<file path="src/rtl/caches_types_pkg.sv">
// Shared types and constants for the two-core cache/bus subsystem.
package caches_types_pkg;

  localparam int CPUS     = 2;
  // Words per dcache block; every fill, forward and writeback is this many beats.
  localparam int BLKWORDS = 2;

  typedef logic [31:0] word_t;

  typedef enum logic [1:0] {
    FREE   = 2'd0,
    BUSY   = 2'd1,
    ACCESS = 2'd2,
    ERROR  = 2'd3
  } ramstate_t;

  typedef enum logic [3:0] {
    IDLE,
    IFETCH,
    WB0,
    WB1,
    SNOOP,
    UPG,
    FWD0,
    FWD1,
    FILL0,
    FILL1
  } bus_state_t;

endpackage

</file>
<file path="src/rtl/rr_arbiter.sv">
// Two-way round-robin arbiter. The pointer names the preferred core and flips
// every time the owner of this arbiter accepts a grant.
module rr_arbiter (
  input  logic       CLK,
  input  logic       nRST,
  input  logic [1:0] req,
  input  logic       advance,
  output logic       gnt,
  output logic       any
);

  logic ptr;

  // Preference pointer, flipped once per accepted grant.
  always_ff @(posedge CLK or negedge nRST) begin
    if (!nRST) begin
      ptr <= 1'b0;
    end else if (advance) begin
      ptr <= ~ptr;
    end
  end

  assign any = |req;
  assign gnt = req[ptr] ? ptr : ~ptr;

endmodule

</file>
<file path="src/rtl/coherence_bus_ctrl.sv">
// Two-core snooping bus controller: serialises icache fetches, dcache fills,
// writebacks and upgrades onto one RAM port, snooping the other dcache and
// forwarding dirty blocks cache-to-cache while writing them back.
module coherence_bus_ctrl
  import caches_types_pkg::*;
(
  input  logic                  CLK,
  input  logic                  nRST,
  input  logic [CPUS-1:0]       iREN,
  input  logic [CPUS-1:0][31:0] iaddr,
  output logic [CPUS-1:0]       iwait,
  output logic [CPUS-1:0][31:0] iload,
  input  logic [CPUS-1:0]       dREN,
  input  logic [CPUS-1:0]       dWEN,
  input  logic [CPUS-1:0][31:0] daddr,
  input  logic [CPUS-1:0][31:0] dstore,
  output logic [CPUS-1:0]       dwait,
  output logic [CPUS-1:0][31:0] dload,
  input  logic [CPUS-1:0]       cctrans,
  input  logic [CPUS-1:0]       ccwrite,
  output logic [CPUS-1:0]       ccwait,
  output logic [CPUS-1:0]       ccinv,
  output logic [CPUS-1:0][31:0] ccsnoopaddr,
  output logic                  ramREN,
  output logic                  ramWEN,
  output logic [31:0]           ramaddr,
  output logic [31:0]           ramstore,
  input  logic [31:0]           ramload,
  input  logic [1:0]            ramstate
);

  bus_state_t state, state_n;
  logic       req, req_n;
  logic       oth;
  logic       inv_q;
  word_t      snaddr_q;

  logic [CPUS-1:0] dreq;
  logic            d_any, d_gnt, d_adv;
  logic            i_any, i_gnt, i_adv;
  logic            win;
  logic            access;
  logic            snoop_hold;

  // A plain dREN counts as a dcache request so a core that lost arbitration
  // on its cctrans pulse is still picked up on the next IDLE cycle.
  assign dreq   = dREN | dWEN | cctrans;
  assign access = (ramstate == ACCESS);
  assign oth    = ~req;
  assign win    = d_any ? d_gnt : i_gnt;
  assign d_adv  = (state == IDLE) && d_any;
  assign i_adv  = (state == IDLE) && !d_any && i_any;

  rr_arbiter u_darb (
    .CLK     (CLK),
    .nRST    (nRST),
    .req     (dreq),
    .advance (d_adv),
    .gnt     (d_gnt),
    .any     (d_any)
  );

  rr_arbiter u_iarb (
    .CLK     (CLK),
    .nRST    (nRST),
    .req     (iREN),
    .advance (i_adv),
    .gnt     (i_gnt),
    .any     (i_any)
  );

  // State, granted core, and the snoop address/invalidate captured in SNOOP
  // so they stay stable while the requester steps its beat address.
  always_ff @(posedge CLK or negedge nRST) begin
    if (!nRST) begin
      state    <= IDLE;
      req      <= 1'b0;
      inv_q    <= 1'b0;
      snaddr_q <= '0;
    end else begin
      state <= state_n;
      req   <= req_n;
      if (state == SNOOP) begin
        inv_q    <= ccwrite[req];
        snaddr_q <= daddr[req];
      end
    end
  end

  // Next-state selection; beats only advance on a RAM ACCESS cycle.
  always_comb begin
    state_n = state;
    req_n   = req;
    unique case (state)
      IDLE: begin
        if (d_any) begin
          req_n = win;
          if (dWEN[win] && !cctrans[win]) begin
            state_n = WB0;
          end else begin
            state_n = SNOOP;
          end
        end else if (i_any) begin
          req_n   = win;
          state_n = IFETCH;
        end
      end
      IFETCH: if (access) state_n = IDLE;
      WB0:    if (access) state_n = WB1;
      WB1:    if (access) state_n = IDLE;
      SNOOP: begin
        if (ccwrite[oth]) begin
          state_n = FWD0;
        end else if (ccwrite[req] && !dREN[req]) begin
          state_n = UPG;
        end else begin
          state_n = FILL0;
        end
      end
      UPG:    state_n = IDLE;
      FWD0:   if (access) state_n = FWD1;
      FWD1:   if (access) state_n = IDLE;
      FILL0:  if (access) state_n = FILL1;
      FILL1:  if (access) state_n = IDLE;
      default: state_n = IDLE;
    endcase
  end

  assign snoop_hold = (state == UPG)  || (state == FWD0)  || (state == FWD1) ||
                      (state == FILL0) || (state == FILL1);

  // Output decode; IDLE leaves every output at its reset value.
  always_comb begin
    iwait       = '1;
    dwait       = '1;
    iload       = '0;
    dload       = '0;
    ccwait      = '0;
    ccinv       = '0;
    ccsnoopaddr = '0;
    ramREN      = 1'b0;
    ramWEN      = 1'b0;
    ramaddr     = '0;
    ramstore    = '0;

    if (state == SNOOP) begin
      ccwait[oth]      = 1'b1;
      ccinv[oth]       = ccwrite[req];
      ccsnoopaddr[oth] = daddr[req];
    end else if (snoop_hold) begin
      ccwait[oth]      = 1'b1;
      ccinv[oth]       = inv_q;
      ccsnoopaddr[oth] = snaddr_q;
    end

    unique case (state)
      IFETCH: begin
        ramREN     = 1'b1;
        ramaddr    = iaddr[req];
        iload[req] = ramload;
        if (access) iwait[req] = 1'b0;
      end
      WB0, WB1: begin
        ramWEN   = 1'b1;
        ramaddr  = daddr[req];
        ramstore = dstore[req];
        if (access) dwait[req] = 1'b0;
      end
      UPG: begin
        dwait[req] = 1'b0;
      end
      FWD0, FWD1: begin
        ramWEN     = 1'b1;
        ramaddr    = daddr[oth];
        ramstore   = dstore[oth];
        dload[req] = dstore[oth];
        if (access) begin
          dwait[req] = 1'b0;
          dwait[oth] = 1'b0;
        end
      end
      FILL0, FILL1: begin
        ramREN     = 1'b1;
        ramaddr    = daddr[req];
        dload[req] = ramload;
        if (access) dwait[req] = 1'b0;
      end
      default: begin
      end
    endcase
  end

endmodule

</file>
<file path="config.mk">
export PLATFORM = sky130hd
export DESIGN_NAME = coherence_bus_ctrl
export DESIGN_NICKNAME = d
export VERILOG_FILES = /design/src/rtl/caches_types_pkg.sv /design/src/rtl/rr_arbiter.sv /design/src/rtl/coherence_bus_ctrl.sv
export SDC_FILE = /design/constraint.sdc
export NUM_CORES = 1
export LEC_CHECK = 0
export CAP_MARGIN = 25
export CORE_AREA = 2 2 195 197
export CTS_CLUSTER_SIZE = 16
export DETAILED_ROUTE_END_ITERATION = 6
export DIE_AREA = 0 0 197 199
export GPL_TIMING_DRIVEN = 0
export MAX_ROUTING_LAYER = met4
export RECOVER_POWER = 100
export SYNTH_ARGS = -nofsm -noshare
export SYNTH_HDL_FRONTEND = slang
export SYNTH_SLANG_ARGS = --single-unit
</file>
<file path="constraint.sdc">
create_clock -name CLK -period 1.96 [get_ports CLK]
set_clock_uncertainty 0.2 [all_clocks]
set_input_delay 0.49 -clock CLK [delete_from_list [all_inputs] [get_ports CLK]]
set_output_delay 0.49 -clock CLK [all_outputs]
set_load 0.01 [all_outputs]
</file>
==> out/qor.csv, run 1 <==
stage,metric,value,unit
grt,grt_pass1_vias,9939,
synthesis,synth.distinct_cells,45,
routing,avgViaCountPerCell,5.06,
setup_path,reg2reg_from,state[3],
clocking,cts_buffers,5,
grt,grt_pass1_wl,66.8,mm
power,p_leak,6.68,nW
final_layout,final_cells,1970,
setup_path,slowest_stage,dfrtp_1,
setup_path,cpPeakStageDelay,390,ps
sta,timing.final.crit_period,2740,ps
grt,grt_start_max_net_pins,27,
clocking,cts_sinks,40,
floorplanning,die_x,197,um
run,drv_cap,0,
grt,grt_use_total,0.239,
setup_path,critPathArrivalTime,2050,ps
sta,relSlewSlack,0.304,
synthesis,ys_ff_latch,40,
synthesis,synth_seq_area_share,0.174,
floorplanning,ios,504,
setup_path,cp_common_cell,buf_12,
sta,rsz0062_at_grt,yes,
grt,grt-ovfl-total,0,
synthesis,synth_fp_nets,1084,
synthesis,yosysWarnings,0,
clocking,clkLatencyLatePin,290,ps
grt,antenna_found_initial,1,
sta,timing.final.ws_setup,-775,ps
synthesis,synthArstFlopShare,1.00,
sta,worst_pin_slew,1040,ps
run_status,status,"finished, violations left",
clocking,root_buffer,clkbuf_16,
sta,hold_violations,0,
min_path,whs_endpoint,u_iarb.ptr,
min_path,hold_class,flip-flop to flip-flop,
power,power,0.0185,W
routing,route.detailed.drc,0,
floorplanning,initial_utilization,0.155,
routing,totalWireLength,51.3,mm
setup_path,cp_cell_sequence,buf_6 > nand2b_4 > nor3_4 > buf_12 > buf_12 > buf_12 > nand2_4 > a21oi_4 > buf_6,
floorplanning,die_y,199,um
placed_design,gp_congestion,0.930,
setup_path,r2r-end,snaddr_q[0],
floorplanning,core_area,37100,um^2
setup_path,cp-start-kind,flip-flop,
placed_design,hpwl,36.7,mm
placed_design,io_buffers,503,
power,ir_drop,693,uV
setup_path,reg2reg_slack,-100,ps
clocking,clock_path_buffers,2,
floorplanning,die_area,39200,um^2
routing,num_vias,9974,
setup_path,crit_path_max_fanout,7,
synthesis,synth_cells,846,
routing,drt_iter0_drc,532,
sta,finalMaxSlewViolations,0,
setup_path,cp-end-kind,output port,
power,pwr_density_cell,1200,nW/um^2
synthesis,syn-cell-area,5750,um^2
final_layout,layout-drive-gt1-share,0.555,
final_layout,final_net_count,1732,
synthesis,synth_ff_type,dfrtp_1,
floorplanning,num_rows,71,
clocking,cts_tree,done,
sta,fmax,0.366,GHz
synthesis,synth-edff-count,0,
run_status,violations,negative setup slack,
clocking,htree_num_levels,2,
setup_path,cp_data_required_time,1270,ps
setup_path,reg2reg_depth,10,
routing,drtAntennaViolNets,0,
routing,avgRoutedWirePerCell,26.0,um
final_layout,area_growth,167,%
setup_path,crit_type,flip-flop to output port,
min_path,min_from,u_iarb.ptr,
min_path,hold_depth,1,
synthesis,syn_avg_cell_area,6.80,um^2
clocking,clkTransAtPathRegs,60,ps
sta,finalSetupViolCount,285,
placed_design,dp.cells,1824,
routing,drtPass1Iterations,5,
sta,min_period_over_period,1.40,
==> kinds of logic after synthesis <==
group	after synthesis	share of synthesized area
AOI/OAI and AO/OA	321	0.380
xor gates and xnor gates	4	0.00609
buffers and inverters	96	0.0725
DFF	40	0.174
muxes	67	0.117
and+or+nand+nor	318	0.250
==> cell usage after synthesis (all sizes together) (3+ instances only) <==
cell type,n,share of area
nand2,175,0.11
a21oi,139,0.12
mux2i,66,0.11
and2,65,0.071
a22o,64,0.097
a221oi,62,0.094
nor2,53,0.035
buf,46,0.040
clkbuf,43,0.028
dfrtp,40,0.17
o22ai,34,0.038
nor3,8,0.0087
inv,7,0.0046
a31oi,6,0.0065
nor2b,6,0.0065
o21ai,4,0.0035
nand2b,3,0.0033
xor2,3,0.0046
==> report_power, final <==
part           switching (W)  internal, W  total, W
combinational        0.00830      0.00770    0.0160
clock               0.000400     0.000602   0.00100
sequential          0.000287      0.00118   0.00147
total                0.00899      0.00948    0.0185
==> registers in the layout (all words and copies together), names as in the netlist <==
name and flops:
req 1, u_darb.ptr 1, inv_q 1, u_iarb.ptr 1, state 4, snaddr_q 32
==> final cells by class <==
type                            instances  area [um^2]
Timing Repair Buffer                  643         6240
Buffer                                 87         1290
Sequential cell                        40         1000
Fill cell                            3760        21800
Clock inverter                          2         35.0
Clock buffer                            6          129
Inverter                                7         36.3
Tap cell                              474          593
Antenna cell                            1         2.50
Multi-Input combinational cell        710         6040
==> routing by layer <==
metal  vias to the layer above  GRT usage  wire length [um]
li1                       4444          -                 -
met3                       116     0.0373              3180
met5                         -          -                 0
met4                         0      0.110              2270
met2                       563      0.433             26500
met1                      4851      0.256             19300
==> critical path: cells and delay by family, from the launching register on <==
kind | cells | cell delay, ps
DFF | 1 | 390
AOI/OAI and AO/OA | 1 | 200
buffers and inverters | 5 | 710
and+or+nand+nor | 3 | 440
==> placed cells by master (no fill, tap or decap), types with 43 or more instances in the layout <==
cell	instances
buf_2	153
nand2_2	43
a221oi_2	48
a22o_1	62
a21oi_1	50
nor2_1	43
mux2i_1	66
buf_8	43
nand2_1	100
and2_4	61
buf_6	137
clkdlybuf4s50_1	231
a21oi_2	76
buf_4	65
==> how the worst max path moves through the flow <==
stage                  start              end  cells after the start
floorplan           state[1]       ramaddr[0]                      5
global placement         req         ccinv[0]                      6
detailed placement       req         ccinv[0]                      6
CTS                 state[2]      ramaddr[22]                      7
global route        state[3]        iload[18]                      9
finish              state[3]  ccsnoopaddr[43]                      9
==> stage by stage <==
step	hold slack, ps	setup TNS, ps	utilization	setup WS [ps]	area, um^2
CTS	295	-176630	0.373	-754	13900
detailed placement	261	-321640	0.313	-1720	11600
global placement	281	-365990	0.313	-1700	11600
finish	297	-174160	0.414	-775	15400
floorplan	-5.59	-27980	-	-140	6000
global route	311	-195700	0.414	-854	15400
==> repair_timing <==
action                                  CTS  global route
setup endpoints to repair               306           305
gates cloned                             18            19
gates resized for setup                1275           569
pin swaps                                88           143
hold buffers                              1             0
setup buffers                            69            39
endpoints found under the hold margin    14             0
Power figures use the tool's default switching activity.
==> run 2, diff against run 1 <==
--- a/config.mk
+++ b/config.mk
@@ -10,7 +10,6 @@
 export CTS_CLUSTER_SIZE = 16
 export DETAILED_ROUTE_END_ITERATION = 6
 export DIE_AREA = 0 0 197 199
-export GPL_TIMING_DRIVEN = 0
 export MAX_ROUTING_LAYER = met4
 export RECOVER_POWER = 100
 export SYNTH_ARGS = -nofsm -noshare
==> run 2 against run 1 <==
Net effect:
- the flow still finishes with violations (negative setup slack)
- largest cell class unchanged
- cell count grew 3.3%
- count of clock-buffer cells in the layout did not move
- largest power group unchanged
- sequential power grew 3%
==> out/qor.csv, run 2 (same netlist as run 1, synthesis figures left out) <==
stage,metric,value,unit,change
clocking,clkTransAtPathRegs,60,ps,about the same
routing,route.detailed.drc,0,,unchanged
placed_design,io_buffers,503,,unchanged
grt,grt_start_max_net_pins,42,,was 27
run_status,status,"finished, violations left",,unchanged
routing,avgRoutedWirePerCell,23.0,um,was 26.0 um
run_status,violations,negative setup slack,,unchanged
grt,grt_pass1_wl,59.9,mm,was 66.8 mm
min_path,whs_endpoint,u_iarb.ptr,,unchanged
grt,grtUsageMet1,0.229,,was 0.256
sta,hold_violations,0,,unchanged
power,ir_drop,649,uV,was 693 uV
clocking,clkLatencyLatePin,300,ps,was 290 ps
final_layout,regMostFlops,snaddr_q,,unchanged
setup_path,cpPeakStageDelay,380,ps,was 390 ps
setup_path,reg2reg_slack,-130,ps,was -100 ps
run,drv_cap,0,,unchanged
power,comb_power_share,0.863,,was 0.866
final_layout,mostFrequentLayoutCells,"238 x clkdlybuf4s50_1, 164 x buf_2, 154 x buf_4",,"was 231 x clkdlybuf4s50_1, 153 x buf_2, 137 x buf_6"
sta,relSlewSlack,0.608,,was 0.304
final_layout,area_growth,162,%,was 167%
setup_path,crit_path_max_fanout,5,,was 7
floorplanning,core_area,37100,um^2,unchanged
setup_path,worst-path-buf-inv,6,,was 5
min_path,min_from,u_iarb.ptr,,unchanged
setup_path,cp-start-kind,flip-flop,,unchanged
setup_path,cp_top_family,buffers and inverters,,unchanged
power,power.internal,0.00934,W,was 0.00948 W
sta,finalMaxSlewViolations,0,,unchanged
clocking,cts_tree,done,,unchanged
grt,met3_usage,0.0388,,was 0.0373
sta,min_period_over_period,1.47,,was 1.40
setup_path,cp_common_cell,buf_4,,was buf_12
setup_path,slowest_stage,dfrtp_1,,unchanged
routing,drt_iter0_drc,426,,was 532
floorplanning,die_x,197,um,unchanged
final_layout,layout_commonest_cell,clkdlybuf4s50_1,,unchanged
final_layout,n_antenna_cell,0,,was 1
setup_path,crit_type,flip-flop to output port,,unchanged
floorplanning,die_area,39200,um^2,unchanged
floorplanning,die_y,199,um,unchanged
sta,worst_pin_slew,588,ps,was 1040 ps
grt,grt_pass1_vias,9610,,was 9939
setup_path,r2r-end,snaddr_q[5],,was snaddr_q[0]
power,p_leak,6.87,nW,was 6.68 nW
setup_path,cp-end-kind,output port,,unchanged
setup_path,critPathArrivalTime,2190,ps,was 2050 ps
floorplanning,num_rows,71,,unchanged
sta,fmax,0.348,GHz,was 0.366 GHz
final_layout,final_net_count,1798,,was 1732
grt,grt-ovfl-total,0,,unchanged
sta,timing.final.crit_period,2880,ps,was 2740 ps
power,pwr_density_cell,1180,nW/um^2,was 1200 nW/um^2
clocking,root_buffer,clkbuf_16,,unchanged
sta,timing.final.ws_setup,-916,ps,was -775 ps
routing,totalWireLength,46.9,mm,was 51.3 mm
final_layout,reg_top3,"snaddr_q x32, state x4",,unchanged
grt,use_met2,0.375,,was 0.433
floorplanning,ios,504,,unchanged
min_path,hold_depth,1,,unchanged
sta,rsz0062_at_grt,yes,,unchanged
clocking,cts_buffers,5,,unchanged
routing,drtPass1Iterations,5,,unchanged
final_layout,layout-drive-gt1-share,0.513,,was 0.555
grt,grt_use_total,0.209,,was 0.239
setup_path,cp_cell_sequence,buf_4 > nand2b_4 > nor2_4 > buf_4 > buf_4 > buf_16 > buf_4 > a221oi_2 > o22ai_2 > buf_2,,was buf_6 > nand2b_4 > nor3_4 > buf_12 > buf_12 > buf_12 > nand2_4 > a21oi_4 > buf_6
setup_path,reg2reg_depth,12,,was 10
power,p_switching,0.00842,W,was 0.00899 W
clocking,clock_path_buffers,2,,unchanged
routing,drtAntennaViolNets,0,,unchanged
sta,fin_hold_ws,294,ps,was 297 ps
placed_design,gp_congestion,0.922,,was 0.930
power,p_sw_frac,0.474,,was 0.487
floorplanning,initial_utilization,0.155,,unchanged
sta,finalSetupViolCount,278,,was 285
setup_path,cp_data_required_time,1270,ps,about the same
grt,grt_busiest_layer,met2,,unchanged
final_layout,largest_reg_flops,32,,unchanged
routing,num_vias,10002,,was 9974
placed_design,hpwl,31.2,mm,was 36.7 mm
final_layout,fin_util,0.406,,was 0.414
clocking,htree_num_levels,2,,unchanged
clocking,cts_sinks,40,,unchanged
min_path,hold_class,flip-flop to flip-flop,,unchanged
routing,avgViaCountPerCell,4.91,,was 5.06
grt,antenna_found_initial,0,,was 1
setup_path,reg2reg_from,state[2],,was state[3]
power,clkPwrFrac,0.052,,was 0.054
power,pwr-share-seq,0.086,,was 0.080
-- run 2: cell count changes in the layout (fill, tap and decap cells not counted), moves of 10 or more --
cell	change
and2_1	+38
nand2_1	+20
buf_4	+89
buf_2	+11
clkbuf_16	-10
and2_4	-38
a21oi_1	+10
buf_6	-27
nand2_2	-12
buf_8	-23
-- run 2: stage by stage --
stage	instance area (um^2)	setup TNS [ps]	setup WS [ps]	std cells	total power (W)
floorplan	6000	-27980	-140	846	0.00686
global placement	12500	-195240	-889	1864	0.0133
detailed placement	12500	-198610	-898	1864	0.0133
CTS	14000	-229120	-1020	1962	0.0155
global route	15100	-205730	-986	2035	0.0187
finish	15100	-182100	-916	2035	0.0178
-- run 2: repair_timing --
| item | CTS | global route |
|---|---|---|
| gates cloned | 13 | 18 |
| hold endpoints to repair | 10 | 0 |
| hold buffers | 1 | 0 |
| gates resized for setup | 644 | 662 |
| setup endpoints to repair | 272 | 292 |
| buffers inserted | 77 | 86 |
| pin swaps | 61 | 91 |
-- run 2: layer usage --
metal | share of wire | wire length (um) | vias up
li1 | - | - | 4568
met1 | 0.38 | 17700 | 4858
met2 | 0.52 | 24500 | 495
met3 | 0.066 | 3080 | 81
met4 | 0.034 | 1590 | 0
met5 | 0 | 0 | -
-- run 2: worst max path at each step --
stage | from | end | slack [ps] | depth (start not counted)
finish | state[3] | ramaddr[8] | -920 | 10
global route | state[2] | ccsnoopaddr[54] | -990 | 12
CTS | state[3] | ramaddr[31] | -1020 | 8
detailed placement | iaddr[54] | ramaddr[22] | -900 | 5
global placement | iaddr[54] | ramaddr[22] | -890 | 5
floorplan | state[1] | ramaddr[0] | -140 | 5
-- run 2: cell type report --
type | count | area (um^2)
repair buffers | 796 | 7680
well taps | 474 | 593
clock inverters | 2 | 15.0
clock buffers | 6 | 139
fillers | 3731 | 22100
multi-input cells | 710 | 5620
inverters | 7 | 33.8
flip-flops and latches | 40 | 1010
-- run 2: power by group through the flow --
stage	Combinational (W)	Sequential, W	Clock, W
final	0.0153	0.00152	0.000918
after floorplan	0.00552	0.00135	0
after detailed placement	0.0118	0.00146	0
after global routing	0.0162	0.00157	0.000995
after CTS	0.0131	0.00151	0.000959
after global placement	0.0118	0.00145	0
==> run 3, diff against run 2 <==
--- a/config.mk
+++ b/config.mk
@@ -10,8 +10,10 @@
 export CTS_CLUSTER_SIZE = 16
 export DETAILED_ROUTE_END_ITERATION = 6
 export DIE_AREA = 0 0 197 199
+export GPL_TIMING_DRIVEN = 0
 export MAX_ROUTING_LAYER = met4
 export RECOVER_POWER = 100
 export SYNTH_ARGS = -nofsm -noshare
 export SYNTH_HDL_FRONTEND = slang
 export SYNTH_SLANG_ARGS = --single-unit
+export TNS_END_PERCENT = 100
==> results of run 3 <==
Same layout as run 1: the final DEF is identical, and so are final timing and power.
